### src/rtl/rv32im_issue_ctrl.sv
// Issue sequencer between fetch and decode: scoreboards in-flight rd writes, stalls on
// RAW/WAW hazards and holds issue while a control transfer resolves, flushing decode on taken.
module rv32im_issue_ctrl #(
    parameter int XLEN         = 32,
    parameter int REG_BITS     = 5,
    parameter int MAX_INFLIGHT = 4
) (
    input  logic                              clk_i,
    input  logic                              clear_i,
    input  logic                              instr_valid_i,
    input  logic [XLEN-1:0]                   instruction_i,
    output logic                              decode_ready_o,
    output logic                              stall_o,
    input  logic                              wb_valid_i,
    input  logic [REG_BITS-1:0]               wb_rd_i,
    input  logic                              jump_resolved_i,
    input  logic                              jump_taken_i,
    output logic                              decode_flush_o,
    output logic                              clear_branch_stall_o,
    output logic [$clog2(MAX_INFLIGHT+1)-1:0] inflight_o,
    output logic [1:0]                        state_o
);
    localparam int NREG = 1 << REG_BITS;
    localparam int CW   = $clog2(MAX_INFLIGHT + 1);
    localparam logic [CW-1:0] MAX_CNT = CW'(MAX_INFLIGHT);

    localparam logic [1:0] ST_RUN       = 2'd0;
    localparam logic [1:0] ST_JUMP_WAIT = 2'd1;
    localparam logic [1:0] ST_FLUSH     = 2'd2;

    localparam logic [4:0] OP_LUI   = 5'b01101;
    localparam logic [4:0] OP_AUIPC = 5'b00101;
    localparam logic [4:0] OP_JAL   = 5'b11011;
    localparam logic [4:0] OP_JALR  = 5'b11001;
    localparam logic [4:0] OP_A     = 5'b01100;
    localparam logic [4:0] OP_S     = 5'b01000;
    localparam logic [4:0] OP_B     = 5'b11000;
    localparam logic [4:0] OP_FENCE = 5'b00011;
    localparam logic [4:0] OP_SYS   = 5'b11100;

    function automatic logic [NREG-1:0] onehot(input logic [REG_BITS-1:0] idx);
        logic [NREG-1:0] v;
        v      = '0;
        v[idx] = 1'b1;
        return v;
    endfunction

    logic [1:0]          state;
    logic [NREG-1:0]     pend;
    logic [NREG-1:0]     pend_next;
    logic [NREG-1:0]     wb_mask;
    logic [NREG-1:0]     eff;
    logic [CW-1:0]       inflight_next;
    logic [4:0]          op;
    logic [REG_BITS-1:0] rd;
    logic [REG_BITS-1:0] rs1;
    logic [REG_BITS-1:0] rs2;
    logic                uses_rs1;
    logic                uses_rs2;
    logic                writes_rd;
    logic                is_ctrl;
    logic                wb_frees;
    logic                hazard;
    logic                issue_wr;
    logic                unused_bits;

    assign op  = instruction_i[6:2];
    assign rd  = instruction_i[7 +: REG_BITS];
    assign rs1 = instruction_i[15 +: REG_BITS];
    assign rs2 = instruction_i[20 +: REG_BITS];
    assign unused_bits = ^{instruction_i[XLEN-1:25], instruction_i[1:0]};

    always_comb begin
        uses_rs1  = !(op == OP_LUI || op == OP_AUIPC || op == OP_JAL);
        uses_rs2  = (op == OP_A || op == OP_S || op == OP_B);
        writes_rd = (rd != '0) && !(op == OP_S || op == OP_B || op == OP_FENCE);
        is_ctrl   = (op == OP_JAL || op == OP_JALR || op == OP_B || op == OP_SYS);
    end

    // A same-cycle writeback is removed from the hazard view so the consumer issues at once.
    assign wb_mask  = wb_valid_i ? onehot(wb_rd_i) : '0;
    assign eff      = pend & ~wb_mask;
    assign wb_frees = wb_valid_i & pend[wb_rd_i];

    assign hazard = (uses_rs1 & eff[rs1])
                  | (uses_rs2 & eff[rs2])
                  | (writes_rd & eff[rd])
                  | (writes_rd & (inflight_o == MAX_CNT) & ~wb_frees);

    assign decode_ready_o = (state == ST_RUN) & instr_valid_i & ~hazard;
    assign stall_o        = instr_valid_i & ~decode_ready_o;
    assign issue_wr       = decode_ready_o & writes_rd;
    assign state_o        = state;

    // Clearing before setting lets a re-issue of the retiring register keep its bit.
    always_comb begin
        pend_next    = (pend & ~wb_mask) | (issue_wr ? onehot(rd) : '0);
        pend_next[0] = 1'b0;
        inflight_next = inflight_o;
        case ({issue_wr, wb_frees})
            2'b10:   inflight_next = inflight_o + CW'(1);
            2'b01:   inflight_next = inflight_o - CW'(1);
            default: inflight_next = inflight_o;
        endcase
    end

    always_ff @(posedge clk_i or posedge clear_i) begin
        if (clear_i) begin
            state                <= ST_RUN;
            pend                 <= '0;
            inflight_o           <= '0;
            decode_flush_o       <= 1'b0;
            clear_branch_stall_o <= 1'b0;
        end else begin
            pend                 <= pend_next;
            inflight_o           <= inflight_next;
            decode_flush_o       <= 1'b0;
            clear_branch_stall_o <= 1'b0;
            case (state)
                ST_RUN: begin
                    if (decode_ready_o && is_ctrl) state <= ST_JUMP_WAIT;
                end
                ST_JUMP_WAIT: begin
                    if (jump_resolved_i) begin
                        clear_branch_stall_o <= 1'b1;
                        if (jump_taken_i) begin
                            state          <= ST_FLUSH;
                            decode_flush_o <= 1'b1;
                        end else begin
                            state <= ST_RUN;
                        end
                    end
                end
                ST_FLUSH: state <= ST_RUN;
                default:  state <= ST_RUN;
            endcase
        end
    end
endmodule
### config.mk
export PLATFORM = sky130hd
export DESIGN_NAME = rv32im_issue_ctrl
export DESIGN_NICKNAME = d
export VERILOG_FILES = /design/src/rtl/rv32im_issue_ctrl.sv
export SDC_FILE = /design/constraint.sdc
export NUM_CORES = 1
export LEC_CHECK = 0
export CAP_MARGIN = 20
export CORE_ASPECT_RATIO = 0.6
export CORE_MARGIN = 10
export CORE_UTILIZATION = 40
export CTS_CLUSTER_DIAMETER = 50
export DETAILED_ROUTE_END_ITERATION = 10
export GPL_TIMING_DRIVEN = 0
export PLACE_DENSITY_LB_ADDON = 0.12
export SETUP_SLACK_MARGIN = 0.05
export SKIP_LAST_GASP = 1
export SYNTH_ARGS = -nofsm -noshare
export SYNTH_HDL_FRONTEND = slang
export SYNTH_SLANG_ARGS = --single-unit
### constraint.sdc
create_clock -name clk_i -period 10.7 [get_ports clk_i]
set_clock_uncertainty 0.15 [all_clocks]
set_input_delay 2.14 -clock clk_i [delete_from_list [all_inputs] [get_ports clk_i]]
set_output_delay 2.14 -clock clk_i [all_outputs]
set_load 0.01 [all_outputs]
**Word level (Yosys, flattened, before mapping)**

Index checks and enable logic that the tools add are counted.

- Input port bits: 43
- Latch bits: 0
- Memory bits (writable): 0
- Register bits: 38
- Memories: 0
- Memory bits (read-only): 0
- Output and inout bits: 9

- Eq/ne operators: 15
- Order comparisons: 6
- Bitwise operators: 19
- Shifts and indexed selects: 0
- Reduce and logical (&&, ||, !) cells: 19
- Multiply operators: 0
- Divide/modulo/power cells: 0
- Add/subtract/negate cells: 2
- Muxes and demuxes: 24

Operators by type and width:

| cell | number |
|---|---|
| two-way mux 32 bit | 2 |
| bitwise AND 32 bit | 1 |
| inverter 32 bit | 1 |
| OR 32 bit | 1 |
| less-than comparator 5 x 6 -> 1 bit, second input constant | 4 |
| binary-select mux 1 bit (select 5 bit) | 4 |
| == test 5 bit, second input constant | 4 |
| == test 5 x 4 -> 1 bit, second input constant | 3 |
| two-way mux 1 bit | 11 |
| bitwise AND 1 bit | 10 |
| demux 1 bit (select 5 bit) | 2 |
| greater-or-equal comparator 5 x 1 -> 1 bit, second input constant | 2 |
| logical OR 1 bit | 9 |
| two-way mux 2 bit | 3 |
| one-hot mux 3 bit (2 select lines) | 1 |
| == test 5 x 2 -> 1 bit, second input constant | 1 |
| == test 5 x 3 -> 1 bit, second input constant | 1 |
| nonzero test 5 bit | 1 |
| == test 2 x 1 -> 1 bit, second input constant | 2 |
| logical AND 1 bit | 4 |
| one-hot mux 2 bit (2 select lines) | 1 |
| adder 3 x 1 -> 3 bit, second input constant | 1 |
| == test 3 bit, second input constant | 1 |
| inverter 1 bit | 3 |
| 9 further kinds | 12 |

**Depth between registers and ports, before layout**

- Depth in word-level cells: 18
- Mapped depth: 17
- Gate-level depth less buffers: 13

**Worst setup path after synthesis**

No wires, ideal clock.

- Path kind: in2out
- From: input wb_rd_i[0]
- To: output stall_o
- Stages on the path: 11
- Path buffers: 4
- Setup slack: 4.063 ns
- Arrival: 4.347 ns
- Cell sequence: buf_2 or2_1 buf_2 o21a_1 a2111o_1 a21oi_1 nor4_1 or4_1 buf_2 buf_6 o21a_1

- Word-level cells in the longest chain between the ends: 17
- Elaborated cells on any way between the ends: 29
- Classes of those cells: order compare: 2; mux: 11; bitwise: 15; reduce/logical: 1

Ends and longest elaborated chain:

| what | RTL line | RTL |
|---|---|---|
| start: declaration | 15 | `input logic [REG_BITS-1:0] wb_rd_i,` |
| less-than comparator 5 x 6 -> 1 bit (implied by the code) or greater-or-equal comparator 5 x 1 -> 1 bit (tied branches) | 44 | `v[idx] = 1'b1;` |
| logical AND 1 bit (implied by the code) | 44 |  |
| two-way mux 1 bit (implied by the code) | 44 |  |
| demux 1 bit (select 5 bit) | 44 |  |
| two-way mux 32 bit | 81 | `assign wb_mask = wb_valid_i ? onehot(wb_rd_i) : '0;` |
| inverter 32 bit | 82 | `assign eff = pend & ~wb_mask;` |
| bitwise AND 32 bit | 82 |  |
| binary-select mux 1 bit (select 5 bit) (on tied branches) | 85, 86 |  |
| two-way mux 1 bit (on tied branches) | 85, 86 |  |
| bitwise AND 1 bit (on tied branches) | 85, 86 |  |
| OR 1 bit | 86 | `\| (uses_rs2 & eff[rs2])` |
| OR 1 bit | 87 | `\| (writes_rd & eff[rd])` |
| OR 1 bit (*) | 88 | `\| (writes_rd & (inflight_o == MAX_CNT) & ~wb_frees);` |
| inverter 1 bit (*) | 90 | `assign decode_ready_o = (state == ST_RUN) & instr_valid_i & ~hazard;` |
| bitwise AND 1 bit (*) | 90 |  |
| inverter 1 bit (*) | 91 | `assign stall_o = instr_valid_i & ~decode_ready_o;` |
| bitwise AND 1 bit (*) | 91 |  |
| end: declaration | 13 | `output logic stall_o,` |

Every way passes the cells marked *; elsewhere a longest branch is shown, timed or not. The select of a mux whose other input is x is not followed.

**Worst setup path in the final report**

- From: input wb_rd_i[2]
- To: output decode_ready_o

- Word-level cells in the longest chain between the ends: 15
- Elaborated cells on any way between the ends: 27
- Classes of those cells: order compare: 2; mux: 11; bitwise: 13; reduce/logical: 1

Ends and longest elaborated chain:

| what | RTL line | RTL |
|---|---|---|
| less-than comparator 5 x 6 -> 1 bit (implied by the code) or greater-or-equal comparator 5 x 1 -> 1 bit (tied branches) | 44 |  |
| logical AND 1 bit (implied by the code) | 44 |  |
| two-way mux 1 bit (implied by the code) | 44 |  |
| demux 1 bit (select 5 bit) | 44 |  |
| two-way mux 32 bit | 81 |  |
| inverter 32 bit | 82 |  |
| bitwise AND 32 bit | 82 |  |
| binary-select mux 1 bit (select 5 bit) (on tied branches) | 85, 86 |  |
| two-way mux 1 bit (on tied branches) | 85, 86 |  |
| bitwise AND 1 bit (on tied branches) | 85, 86 |  |
| OR 1 bit | 86 |  |
| OR 1 bit | 87 |  |
| OR 1 bit (*) | 88 |  |
| inverter 1 bit (*) | 90 |  |
| bitwise AND 1 bit (*) | 90 |  |
| end: declaration | 12 | `output logic decode_ready_o,` |

Marks and branches as above.

==> run metrics <==
Post-Syn Area between 3000 and 4000 µm²; Synth warnings 0; Slew headroom between 30 and 40%; CP startpoint kind primary input; post-synthesis cell count 433; VDD IR max 0.0757 mV; Avg WL per Cell approximately 25 µm; Crit path arrival time a little under 6 ns; GP Congestion about 0.9; WS Path Type primary input to output pin; leading cell type in the layout, fill and taps excluded dfrtp_1; Yosys reg bits 38; CTS buffer count 5; total number of vias 4029; r2r setup slk between 6 and 7 ns; worst r2r dst inflight_o[2]; GRT overflow 0; max cap viols 0; pwr/cell area ~160 nW/µm²; total track usage between 20% and 30%; area delta synth->final 16.1%; worst hold path endpoint inflight_o[2]; run status finished clean; largest net degree at the start of global routing 39; Root Buffer clkbuf_16; top cell type's share of synthesized area 23.9%; Worst-path clk slew ~0.060 ns; post-CTS setup buffer count 0; nets between 500 and 600; Leak Pwr ~1.7 nW; syn avg cell area slightly above 9 µm²; asr flop ratio synth between 90% and 100%; final WL about 15 mm; total negative slack 0 ns; Finished Cell Area approximately 4600 µm²; min cycle time layout 8.24 ns; setup violators final 0; setup ws final approximately 2.5 ns; Core Box Area around 10000 µm²; most frequent cells in the layout 38 x dfrtp_1, 34 x o21ai_0, 32 x clkdlybuf4s50_1, 28 x mux2i_1, 27 x o31ai_2; Iter 0 DRT Violations ~580; Resize count post-CTS 0; antenna diode count 0; hold_buf cts 0; RSZ-0062 raised after global routing false; Required @ worst endpoint 8.41 ns; Detail Route Antenna Nets 0; hold depth 1; fmax between 0.1 and 0.15 GHz; Syn Nets roughly 480; drt drc 0; first drt pass iteration count 5; CTS sink count 38; fill cell total of the finished layout roughly 950; CTS tree built; Yosys cell types 73; FF-to-FF path depth 14; crit-path max FO 10; fraction of layout cells with a size suffix above 1 approximately 21%; Yosys top cell by area dfrtp_1; Via density 6.63; placed instance area between 4000 and 5000 µm²; register area share after synthesis between 20% and 30%; hold_sp inflight_o[2]; vias in the first global route 3783; number of synthesized flops with an enable pin 0; Multi-input gate area around 2800 µm²; crit path capture type output pin; Initial Util 40.7%; Clk Latency, worst-skew pair roughly 0.28 ns; worst slack, placed about 2.6 ns; H-tree lvl count 2; worst hold path type flip-flop to flip-flop; Primary FF master, synth dfrtp_1; fin crit share between 70% and 80%; Horiz. Die Dim approximately 150 µm; first-pass GRT wire length approximately 23 mm; Die Span Y between 90 and 100 µm; top cells by area, synth dfrtp_1 24%, o31ai_2 8.5%, mux2i_1 7.0%; port bufs 32; initial antenna violation count 0; register area between 900 and 1000 µm²; I/O pins 52; Max clock buf depth 2; Slew Limit Fails 0; reg2reg start pend[14]; hpwl dp approximately 12 mm; Post-Route Utilization about 47%; worst-margin pin slew 0.937 ns; Die Area roughly 14000 µm²; Rows 28; final hold vios 0
worst max-delay path, cell delays in order:
cell             delay (ns)
clkdlybuf4s50_1        0.47
buf_4                  0.20
nand4bb_2              0.39
o21ai_0                0.57
mux2i_1                0.26
a32o_1                 0.26
o31ai_1                0.40
nor2_1                 0.27
buf_2                  0.29
nor2_1                 0.15
clkdlybuf4s50_1        0.55
sequential cells by signal (all words and copies together), names as in the netlist:
| name | flops |
|---|---|
| clear_branch_stall_o | 1 |
| inflight_o | 3 |
| state_o | 2 |
| pend | 31 |
| decode_flush_o | 1 |
power by group:
part | internal (mW) | total (mW) | leakage, nW | switching, mW
Sequential | 0.185 | 0.262 | 0.496 | 0.0762
Clock | 0.0924 | 0.154 | 0.0729 | 0.0612
Combinational | 0.144 | 0.308 | 1.11 | 0.164
layout make-up:
type	instances	area share [%]
buffer	39	4.58
inverter	12	0.975
clock buffer	6	3.01
clock inverter	2	0.271
timing repair buffer	32	6.93
tap	135	3.66
multi-input combinational	344	60.0
sequential	38	20.6
through the flow:
step	std cells	hold slack [ns]	power (mW)
floorplan	433	0.345	0.435
global placement	600	0.330	0.554
detailed placement	600	0.333	0.558
CTS	608	0.344	0.713
global route	608	0.371	0.755
finish	608	0.341	0.723
worst max-delay path by stage:
stage | startpoint | endpoint | cells past startpoint
6_report | wb_rd_i[2] | decode_ready_o | 11
5_1_grt | instruction_i[7] | stall_o | 13
4_1_cts | instruction_i[7] | stall_o | 13
3_5_place_dp | instruction_i[7] | stall_o | 13
3_3_place_gp | instruction_i[7] | stall_o | 13
2_1_floorplan | wb_rd_i[0] | stall_o | 11
cell families after synthesis:
logic type | count (synthesis) | share of synthesized area (%)
adders and majority gates | 2 | 0.817
AOI/OAI and AO/OA | 132 | 26.6
xor gates and xnor gates | 8 | 1.76
muxes | 51 | 16.9
and+or+nand+nor | 151 | 23.5
DFF | 38 | 23.9
buffers and inverters | 51 | 6.44
synth_stat cells (all sizes together) (5+ instances only):
master,instances
a21oi,9
a311oi,7
a31oi,6
buf,25
clkbuf,14
dfrtp,38
inv,12
mux2,11
mux2i,28
mux4,12
nand2,18
nand2b,13
nand3,8
nor2,22
nor3,11
nor3b,6
o2111ai,5
o21ai,38
o31ai,33
or2,5
or3,24
or4,9
metal layers:
metal | GRT usage, % | wire, µm | part of all wire, % | up-vias
met5 | 0 | 0 | 0 | -
met4 | 3.23 | 139 | 0.91 | 0
met3 | 5.95 | 1840 | 12 | 15
met2 | 26.8 | 6030 | 39 | 246
met1 | 32.2 | 7340 | 48 | 1973
li1 | - | - | - | 1795
(Power assumes the default switching activity.)
